===== src/rtl/dmem_arbiter.sv =====
// dmem_arbiter: two-port arbiter in front of a single-port data memory.
// Each accepted request runs IDLE -> ACCESS -> RESP (3 cycles), so at most
// one transaction is ever in flight and responses come back in order.
//
// Parameters:
//   DATA_WIDTH  data word width (bits)
//   ADDR_WIDTH  byte address width; word index is addr[ADDR_WIDTH-1:3]
// Ports:
//   i_clk, i_arst            clock, async active-high reset
//   i_reqN_valid/we/addr/wdata  request from requester N (N = 0,1)
//   o_reqN_ready             request accepted this cycle (IDLE only)
//   o_rspN_valid/rdata/err   one-cycle completion pulse, load data, misaligned
//   o_mem_we/addr/wdata      single-port memory write/address/data
//   i_mem_rdata              memory read data, combinational from o_mem_addr
// Configuration:
//   DMEM_ARB_RR_EN           defined: round-robin on ties
//                            undefined: port 0 has fixed priority
module dmem_arbiter #(
    parameter int DATA_WIDTH = 64,
    parameter int ADDR_WIDTH = 11
) (
    input  logic                  i_clk,
    input  logic                  i_arst,

    input  logic                  i_req0_valid,
    input  logic                  i_req0_we,
    input  logic [ADDR_WIDTH-1:0] i_req0_addr,
    input  logic [DATA_WIDTH-1:0] i_req0_wdata,
    output logic                  o_req0_ready,
    output logic                  o_rsp0_valid,
    output logic [DATA_WIDTH-1:0] o_rsp0_rdata,
    output logic                  o_rsp0_err,

    input  logic                  i_req1_valid,
    input  logic                  i_req1_we,
    input  logic [ADDR_WIDTH-1:0] i_req1_addr,
    input  logic [DATA_WIDTH-1:0] i_req1_wdata,
    output logic                  o_req1_ready,
    output logic                  o_rsp1_valid,
    output logic [DATA_WIDTH-1:0] o_rsp1_rdata,
    output logic                  o_rsp1_err,

    output logic                  o_mem_we,
    output logic [ADDR_WIDTH-1:0] o_mem_addr,
    output logic [DATA_WIDTH-1:0] o_mem_wdata,
    input  logic [DATA_WIDTH-1:0] i_mem_rdata
);

    typedef enum logic [1:0] {
        IDLE   = 2'd0,
        ACCESS = 2'd1,
        RESP   = 2'd2
    } state_t;

    state_t                r_state;
    logic                  r_port;
    logic                  r_we;
    logic [ADDR_WIDTH-1:0] r_addr;
    logic [DATA_WIDTH-1:0] r_wdata;
    logic [DATA_WIDTH-1:0] r_rdata;
    logic                  r_err;
    logic                  r_mem_we;
    logic                  r_rsp0_valid;
    logic                  r_rsp1_valid;

    logic                  w_idle;
    logic                  w_grant0;
    logic                  w_grant1;
    logic                  w_accept;
    logic                  w_sel_we;
    logic [ADDR_WIDTH-1:0] w_sel_addr;
    logic [DATA_WIDTH-1:0] w_sel_wdata;
    logic                  w_misal;

    assign w_idle = (r_state == IDLE);

`ifdef DMEM_ARB_RR_EN
    // r_last = 1 means port 1 was granted most recently; a tie goes
    // to the other port.
    logic r_last;

    assign w_grant0 = w_idle & i_req0_valid & (~i_req1_valid | r_last);
    assign w_grant1 = w_idle & i_req1_valid & (~i_req0_valid | ~r_last);
`else
    assign w_grant0 = w_idle & i_req0_valid;
    assign w_grant1 = w_idle & i_req1_valid & ~i_req0_valid;
`endif

    assign w_accept    = w_grant0 | w_grant1;
    assign w_sel_we    = w_grant1 ? i_req1_we    : i_req0_we;
    assign w_sel_addr  = w_grant1 ? i_req1_addr  : i_req0_addr;
    assign w_sel_wdata = w_grant1 ? i_req1_wdata : i_req0_wdata;
    assign w_misal     = (r_addr[2:0] != 3'b000);

    assign o_req0_ready = w_grant0;
    assign o_req1_ready = w_grant1;

    // Write enable is registered on accept so it is high for exactly the
    // ACCESS cycle and drops the instant reset is asserted.
    assign o_mem_we    = r_mem_we;
    assign o_mem_addr  = r_addr;
    assign o_mem_wdata = r_wdata;

    // Both ports share one response register; only one valid ever pulses.
    assign o_rsp0_valid = r_rsp0_valid;
    assign o_rsp0_rdata = r_rdata;
    assign o_rsp0_err   = r_err;
    assign o_rsp1_valid = r_rsp1_valid;
    assign o_rsp1_rdata = r_rdata;
    assign o_rsp1_err   = r_err;

    always_ff @(posedge i_clk or posedge i_arst) begin
        if (i_arst) begin
            r_state      <= IDLE;
            r_port       <= 1'b0;
            r_we         <= 1'b0;
            r_addr       <= '0;
            r_wdata      <= '0;
            r_rdata      <= '0;
            r_err        <= 1'b0;
            r_mem_we     <= 1'b0;
            r_rsp0_valid <= 1'b0;
            r_rsp1_valid <= 1'b0;
`ifdef DMEM_ARB_RR_EN
            r_last       <= 1'b1;
`endif
        end else begin
            unique case (r_state)
                IDLE: begin
                    if (w_accept) begin
                        r_port   <= w_grant1;
                        r_we     <= w_sel_we;
                        r_addr   <= w_sel_addr;
                        r_wdata  <= w_sel_wdata;
                        r_mem_we <= w_sel_we & (w_sel_addr[2:0] == 3'b000);
                        r_state  <= ACCESS;
`ifdef DMEM_ARB_RR_EN
                        r_last   <= w_grant1;
`endif
                    end
                end
                ACCESS: begin
                    r_mem_we     <= 1'b0;
                    r_rdata      <= (!r_we && !w_misal) ? i_mem_rdata : '0;
                    r_err        <= w_misal;
                    r_rsp0_valid <= ~r_port;
                    r_rsp1_valid <= r_port;
                    r_state      <= RESP;
                end
                RESP: begin
                    r_rsp0_valid <= 1'b0;
                    r_rsp1_valid <= 1'b0;
                    r_state      <= IDLE;
                end
                default: begin
                    r_mem_we     <= 1'b0;
                    r_rsp0_valid <= 1'b0;
                    r_rsp1_valid <= 1'b0;
                    r_state      <= IDLE;
                end
            endcase
        end
    end

endmodule


===== config.mk =====
export PLATFORM = sky130hd
export DESIGN_NAME = dmem_arbiter
export DESIGN_NICKNAME = d
export VERILOG_FILES = /design/src/rtl/dmem_arbiter.sv
export SDC_FILE = /design/constraint.sdc
export NUM_CORES = 1
export LEC_CHECK = 0
export ABC_AREA = 1
export BUFFER_PORTS_ARGS = -buffer_cell sky130_fd_sc_hd__buf_2
export CAP_MARGIN = 20
export CORE_AREA = 8 8 159 161
export DETAILED_ROUTE_END_ITERATION = 7
export DIE_AREA = 0 0 167 169
export GPL_ROUTABILITY_DRIVEN = 0
export HOLD_SLACK_MARGIN = 0.02
export SETUP_SLACK_MARGIN = 0.1
export SLEW_MARGIN = 20
export SYNTH_ARGS = -nofsm -noshare
export SYNTH_HDL_FRONTEND = slang
export SYNTH_SLANG_ARGS = --single-unit

===== constraint.sdc =====
create_clock -name i_clk -period 6.4 [get_ports i_clk]
set_input_delay 1.28 -clock i_clk [delete_from_list [all_inputs] [get_ports i_clk]]
set_output_delay 1.28 -clock i_clk [all_outputs]
set_load 0.02 [all_outputs]

# Yosys cells after proc, flatten, opt, wreduce, memory -nomap -nowiden
# Cells that the tools add are included.
[word_totals] reg_bits=147 in_bits=220 out_inout_bits=210 elab_cells=39
[op_classes] eq_ne=3 n_mux=10 bitwise_logic=8 reduce_logical=8
[op_table] op="64-bit two-way mux" count=2
[op_table] op="11-bit two-way mux" count=1
[op_table] op="1-bit case mux with 2 select lines" count=3
[op_table] op="1-bit bitwise AND" count=4
[op_table] op="2-bit case mux with 2 select lines" count=1
[op_table] op="2-bit AND reduction" count=2
[op_table] op="3-bit logical NOT" count=1
[op_table] op="1-bit inverter" count=3
[op_table] op="3-bit nonzero test" count=1
[op_table] op="2-bit by 1-bit equality test with 1-bit output, second input constant" count=1
[op_table] op="2-bit equality test, second input constant" count=1
[op_table] op="1-bit logical NOT" count=2
[op_table] op="2-bit logical NOT" count=1
[op_table] op="1-bit two-way mux" count=2
[op_table] op="2-bit two-way mux" count=1
[op_table] op="2-bit by 1-bit != test with 1-bit output, second input constant" count=1
[op_table] op="1-bit logical AND" count=1
[op_table] op="1-bit OR" count=1

# Logic depth before layout (Yosys ltp)
# Gate-level depths: netlist of run 1.
[logic_depth] ltp_word=8 ltp_mapped=9 depth_no_buf=7

# Worst setup path after synthesis of run 1
# Ideal clock, no wire load.
[synth_path] kind="input to output" startpoint="input i_req0_valid" endpoint="output o_req0_ready" arrival_time_ps=2110 required_ps=5120 path_slack_ps=3010 path_stages=4 n_path_buf=2 cell_sequence="inv_2 buf_2 buf_2 nor3_1"
[synth_via] elab_chain_cells=1
[synth_lines] element="start: declaration" line="25" rtl="input logic i_req0_valid,"
[synth_lines] element="1-bit bitwise AND" line="85" rtl="assign w_grant0 = w_idle & i_req0_valid;"
[synth_lines] element="end: declaration" line="29" rtl="output logic o_req0_ready,"
# No other way between the ends.

# Worst setup path in the final report of run 1
# Same ends and word-level chain as after synthesis.

==> results.sh, run 1 <==
export IMPL_finalMaxSlewViolations=0
export IMPL_irDropWorstVdd_mv=0.440
export IMPL_cts_root_buf="clkbuf_16"
export IMPL_vias=6569
export IMPL_p_int_w=0.00271
export IMPL_leakagePower_nw=4.95
export IMPL_end_kind="output port"
export IMPL_viasPerCell=4.57
export IMPL_fp_dieW_um=167
export IMPL_nNetsFinal=1354
export IMPL_cts_buffers=17
export IMPL_fp_dieH_um=169
export IMPL_fin_crit_ns=3.99
export IMPL_antenna_found_initial=1
export IMPL_final_common_cell="buf_2"
export IMPL_comb_power_share_pct=49.7
export IMPL_tightest_slew_ns=0.926
export IMPL_relSlewSlack_pct=38.1
export IMPL_post_cts_setup_buffers=0
export IMPL_core_region_area_um2=22900
export IMPL_initial_core_util_pct=29.4
export IMPL_clock_fmax_mhz=251
export IMPL_switchingPower_w=0.00252
export IMPL_worstPathRequired_ns=5.12
export IMPL_wl_per_cell_um=17.6
export IMPL_antenna_left=0
export IMPL_critPathLaunchType="input port"
export IMPL_synth_top_area_share_pct=54.6
export IMPL_syn_to_final_growth_pct=35.6
export IMPL_tns_ns=0
export IMPL_insertion_delay_ns=0.42
export IMPL_yosys_top_cells_area="dfrtp_1 (55%), nand2_1 (12%), o21ai_1 (12%), buf_4 (8.0%), nor2_1 (4.2%)"
export IMPL_dr_pass1_iters=4
export IMPL_grt_pass1_wl_um=38900
export IMPL_drc=0
export IMPL_drive_above_1_share_pct=41.5
export IMPL_htreeDepth=4
export IMPL_post_route_util_pct=39.9
export IMPL_r2r_slack_ns=4.35
export IMPL_layout_common_cells="buf_2 (429), nand2_1 (222), o21ai_1 (156)"
export IMPL_place_inst=1405
export IMPL_min_path_type="reg -> reg"
export IMPL_grt_overflow_total=0
export IMPL_numClockSinks=147
export IMPL_max_cap_violations=0
export IMPL_drt_iter0_drc=468
export IMPL_pin_count=430
export IMPL_pwr_density_cell_nw_per_um2=573
export IMPL_stdcell_count=1438
export IMPL_synth_fp_nets=1015
export IMPL_cts_buffer_depth=2
export IMPL_synth_area_um2=6740
export IMPL_syn_inst=795
export IMPL_r2r_start="r_state[1]"
export IMPL_clk_pin_slew_ns=0.06
export IMPL_routed_wl_um=25300
export IMPL_grt_usage_pct=17.2
export IMPL_grt_pass1_vias=6675
export IMPL_nFillCells=2389
export IMPL_synth_area_leader_cell="dfrtp_1"
export IMPL_cts_resized=0
export IMPL_setup_viol=0
export IMPL_ys_ff_latch=147
export IMPL_period_share_pct=62.3
export IMPL_reg2reg_depth=9
export IMPL_fp_row_count=56
export IMPL_min_path_cells=1
export IMPL_ys_types=20
export IMPL_rsz0062_at_grt="false"
export IMPL_avgSynthCellArea_um2=8.47
export IMPL_dp_hpwl_um=18400
export IMPL_switching_share_pct=48.2
export IMPL_status="finished, final reports clean"
export IMPL_yosysWarnings=0
export IMPL_worst_setup_path_type="in -> out"
export IMPL_grt_start_max_net_pins=95
export IMPL_r2r_end="o_mem_we"
export IMPL_skew_ns=0.0172
export IMPL_die_area_um2=28200
export IMPL_ys_seq_area_share_pct=54.6
export IMPL_critPathArrivalTime_ns=2.71
export IMPL_cts_tree="built"
export IMPL_port_buffers=429
export IMPL_cp_max_fo=55
export IMPL_hold_viol_final=0
export IMPL_worstHoldEndpoint="o_rsp0_valid"
export IMPL_p_clk_share_pct=18.6
export IMPL_p_seq_share_pct=31.7
export IMPL_min_from="r_port"
export IMPL_hold_buffers=0
-- layout make-up --
| type | count | area, um^2 | area share [%] |
|---|---|---|---|
| sequential | 147 | 3680 | 40.3 |
| clock buffer | 20 | 447 | 4.89 |
| antenna | 1 | 2.50 | 0.0274 |
| timing repair buffer | 437 | 2210 | 24.2 |
| clock inverter | 12 | 120 | 1.32 |
| tap | 290 | 363 | 3.97 |
| multi-input combinational | 522 | 2270 | 24.9 |
| inverter | 9 | 43.8 | 0.480 |
-- stage by stage --
step / hold slack, ns / total power [W] / area (um^2) / worst slack (ns)
final: 0.452 / 0.00523 / 9130 / 2.41
after global routing: 0.472 / 0.00561 / 9130 / 2.29
after CTS: 0.451 / 0.00532 / 9130 / 2.41
after detailed placement: 0.435 / 0.00432 / 8560 / 2.42
after global placement: 0.432 / 0.00428 / 8560 / 2.40
after floorplan: 0.427 / 0.00353 / 6740 / 1.17
-- sequential cells by signal, summed over array words and instances (netlist names) --
register,count
r_port,1
o_mem_we,1
r_we,1
o_mem_wdata,64
o_mem_addr,11
o_rsp0_err,1
o_rsp0_valid,1
o_rsp1_valid,1
o_rsp0_rdata,64
r_state,2
-- kinds of logic after synthesis --
kind of cell | share of synthesized area, %
AND/OR/NAND/NOR | 17.6
flip-flops | 54.6
AO/OA/AOI/OAI | 16.0
buffers and inverters | 11.8
-- worst max-delay path, stage by stage --
cell	delay (ns)
buf_2	0.12
inv_2	0.33
buf_4	0.54
nor3_1	0.19
buf_2	0.21
-- worst max-delay path by stage --
stage / start / end / slack, ns / cells after the start
detailed placement: i_req0_valid / o_req0_ready / 2.42 / 5
global placement: i_req0_valid / o_req0_ready / 2.40 / 5
CTS: i_req0_valid / o_req0_ready / 2.41 / 5
floorplan: i_arst / o_mem_addr[0] / 1.17 / 1
global route: i_req0_valid / o_req0_ready / 2.29 / 5
finish: i_req0_valid / o_req0_ready / 2.41 / 5
-- power groups by stage --
| stage | Clock (W) | Sequential, W | Combinational, W |
|---|---|---|---|
| floorplan | 0 | 0.00217 | 0.00136 |
| global placement | 0 | 0.00166 | 0.00262 |
| detailed placement | 0 | 0.00167 | 0.00265 |
| CTS | 0.00101 | 0.00166 | 0.00265 |
| global route | 0.00105 | 0.00172 | 0.00284 |
| finish | 0.000972 | 0.00166 | 0.00260 |
-- layer usage --
metal / global-route usage (%) / part of all wire, % / wire length, um
met3: 7.83 / 10 / 2590
met1: 20.4 / 41 / 10200
met4: 4.66 / 1.6 / 399
met5: 0 / 0 / 0
met2: 27.9 / 48 / 12000
-- Yosys cell counts, drive strengths merged --
cell / number
inv: 9
o21ai: 213
nor2: 78
nand4: 4
nand3: 2
dfrtp: 147
nand2: 222
nor3: 2
buf: 99
clkbuf: 18
o21a: 1
Note: power is estimated with default switching activity, not from simulation.
==> inputs of run 2 (changes only) <==
- ABC_AREA: 1 -> 0
- CORE_AREA: 8 8 159 161 -> 8 8 162 164
- DIE_AREA: 0 0 167 169 -> 0 0 170 172
- clock period: 6.4 -> 4 ns (I/O delays scaled with it)
==> results.sh, run 2 <==
export IMPL_ys_types=27
export IMPL_leakagePower_nw=5.23
export IMPL_pwr_density_cell_nw_per_um2=780
export IMPL_ys_seq_area_share_pct=55.9
export IMPL_critPathArrivalTime_ns=1.86
export IMPL_die_area_um2=29200
export IMPL_r2r_slack_ns=1.62
export IMPL_fp_dieH_um=172
export IMPL_dr_pass1_iters=4
export IMPL_yosysWarnings=0
export IMPL_finalMaxSlewViolations=0
export IMPL_rsz0062_at_grt="false"
export IMPL_final_common_cell="buf_2"
export IMPL_tightest_slew_ns=0.912
export IMPL_port_buffers=429
export IMPL_pin_count=430
export IMPL_cts_resized=0
export IMPL_placed_cell_area_um2=8600
export IMPL_skew_ns=0.0104
export IMPL_fp_dieW_um=170
export IMPL_antenna_found_initial=1
export IMPL_synthArstFlopShare_pct=100
export IMPL_vias=5669
export IMPL_drc=0
export IMPL_irDropWorstVdd_mv=0.292
export IMPL_synth_enable_flop_cells=0
export IMPL_synthTopCellsByCount="dfrtp_1 (147), inv_1 (77), mux2i_1 (73)"
export IMPL_period_share_pct=66.6
export IMPL_worstHoldEndpoint="o_mem_wdata[46]"
export IMPL_end_kind="output port"
export IMPL_ys_ff_latch=147
export IMPL_max_cap_violations=0
export IMPL_tns_ns=0
export IMPL_min_from="o_mem_wdata[46]"
export IMPL_hold_buffers=0
export IMPL_fp_row_count=57
export IMPL_post_cts_setup_buffers=0
export IMPL_numClockSinks=147
export IMPL_final_area_um2=9150
export IMPL_drive_above_1_share_pct=51.8
export IMPL_min_path_type="reg -> reg"
export IMPL_status="finished, final reports clean"
export IMPL_setup_viol=0
export IMPL_worst_setup_path_type="reg -> out"
export IMPL_antenna_left=0
export IMPL_clock_fmax_mhz=375
export IMPL_critPathLaunchType="flop"
export IMPL_grt_start_max_net_pins=148
export IMPL_fin_crit_ns=2.66
export IMPL_cts_root_buf="clkbuf_16"
export IMPL_routed_wl_um=23300
export IMPL_cp_max_fo=8
export IMPL_clk_pin_slew_ns=0.06
export IMPL_r2r_start="r_state[1]"
export IMPL_initial_core_util_pct=27.6
export IMPL_grt_pass1_wl_um=34300
export IMPL_drt_iter0_drc=441
export IMPL_viasPerCell=4.51
export IMPL_cts_buffer_depth=2
export IMPL_stdcell_count=1257
export IMPL_yosys_cell_count_top_type="dfrtp_1"
export IMPL_synth_top_area_share_pct=55.9
export IMPL_layout_common_cells="buf_2 (429), dfrtp_1 (147), inv_1 (76)"
export IMPL_ys_flop_type="dfrtp_1"
export IMPL_syn_to_final_growth_pct=39.1
export IMPL_core_region_area_um2=23800
export IMPL_relSlewSlack_pct=38.8
export IMPL_insertion_delay_ns=0.41
export IMPL_synth_fp_nets=787
export IMPL_dp_hpwl_um=17700
export IMPL_place_inst=1225
export IMPL_yosys_top_cells_area="dfrtp_1 (56%), mux2i_1 (11%), a22o_1 (8.5%), buf_4 (7.4%), o22ai_1 (6.8%)"
export IMPL_avgSynthCellArea_um2=11.6
export IMPL_min_path_cells=2
export IMPL_cts_buffers=17
export IMPL_grt_usage_pct=15.1
export IMPL_syn_inst=567
export IMPL_grt_overflow_total=0
export IMPL_cts_tree="built"
export IMPL_grt_pass1_vias=5826
export IMPL_hold_viol_final=0
export IMPL_nNetsFinal=1140
export IMPL_synth_area_um2=6580
export IMPL_wl_per_cell_um=18.5
export IMPL_r2r_end="o_mem_we"
export IMPL_reg2reg_depth=4
export IMPL_synth_area_leader_cell="dfrtp_1"
export IMPL_antennaDiodeCount=0
export IMPL_worstPathRequired_ns=3.20
export IMPL_htreeDepth=4
==> run 2: changes by cell type in the layout (fill, tap and decap cells not counted), moves of 71 or more <==
cell and change:
o21ai_1 -156, mux2i_1 +73, nor2_1 -71, inv_1 +72, nand2_1 -219, o22ai_1 +72
==> run 2: kinds of logic (layout without fill, tap and decap cells) <==
family,after synthesis,in the layout,share of synthesized area [%]
multiplexers,79,79,12.2
AND/OR/NAND/NOR,17,17,1.43
flip-flops,147,147,55.9
buffers and inverters,182,548,14.5
AO/OA/AOI/OAI,142,142,16.0
==> run 2: final cells by class <==
cell class / count / area (um^2)
Clock buffer: 18 / 439
Clock inverter: 14 / 118
Fill cell: 2432 / 14700
Inverter: 78 / 297
Multi-Input combinational cell: 238 / 1960
Sequential cell: 147 / 3680
Tap cell: 324 / 405
Timing Repair Buffer: 438 / 2250
==> run 2: stage by stage <==
| step | util [%] | power [W] | worst slack (ns) | hold WS [ns] |
|---|---|---|---|---|
| 2_1_floorplan | - | 0.00465 | 1.30 | 0.484 |
| 3_3_place_gp | 36.1 | 0.00566 | 1.27 | 0.497 |
| 3_5_place_dp | 36.1 | 0.00570 | 1.24 | 0.506 |
| 6_report | 38.4 | 0.00714 | 1.34 | 0.512 |
| 5_1_grt | 38.4 | 0.00759 | 1.26 | 0.527 |
| 4_1_cts | 38.4 | 0.00728 | 1.32 | 0.517 |
==> run 2: how the worst max path moves through the flow <==
stage	startpoint	to	cells after the start
floorplan	i_req0_valid	o_req1_ready	5
global placement	i_req0_valid	o_mem_we	5
detailed placement	i_req0_valid	o_mem_we	5
CTS	r_state[1]	o_req1_ready	3
global route	r_state[1]	o_req1_ready	3
finish	r_state[1]	o_req1_ready	3
==> run 2: worst max-delay path: stages, from the launching register on <==
cell and delay (ns):
dfrtp_1 0.48, or4b_2 0.72, inv_1 0.09, buf_2 0.17
==> run 2: per-layer routing <==
metal	vias up	track usage, %	part of all wire, %
met5	-	0	0.052
met4	2	3.62	1.0
met2	297	26.0	50
met1	2721	18.0	40
li1	2632	-	-
met3	17	5.25	9.0
==> run 2: power breakdown <==
part,internal [W],switching (W),total (W)
clock network,0.000831,0.000687,0.00152
registers,0.00204,0.000388,0.00243
logic,0.00115,0.00204,0.00319
total,0.00403,0.00312,0.00714
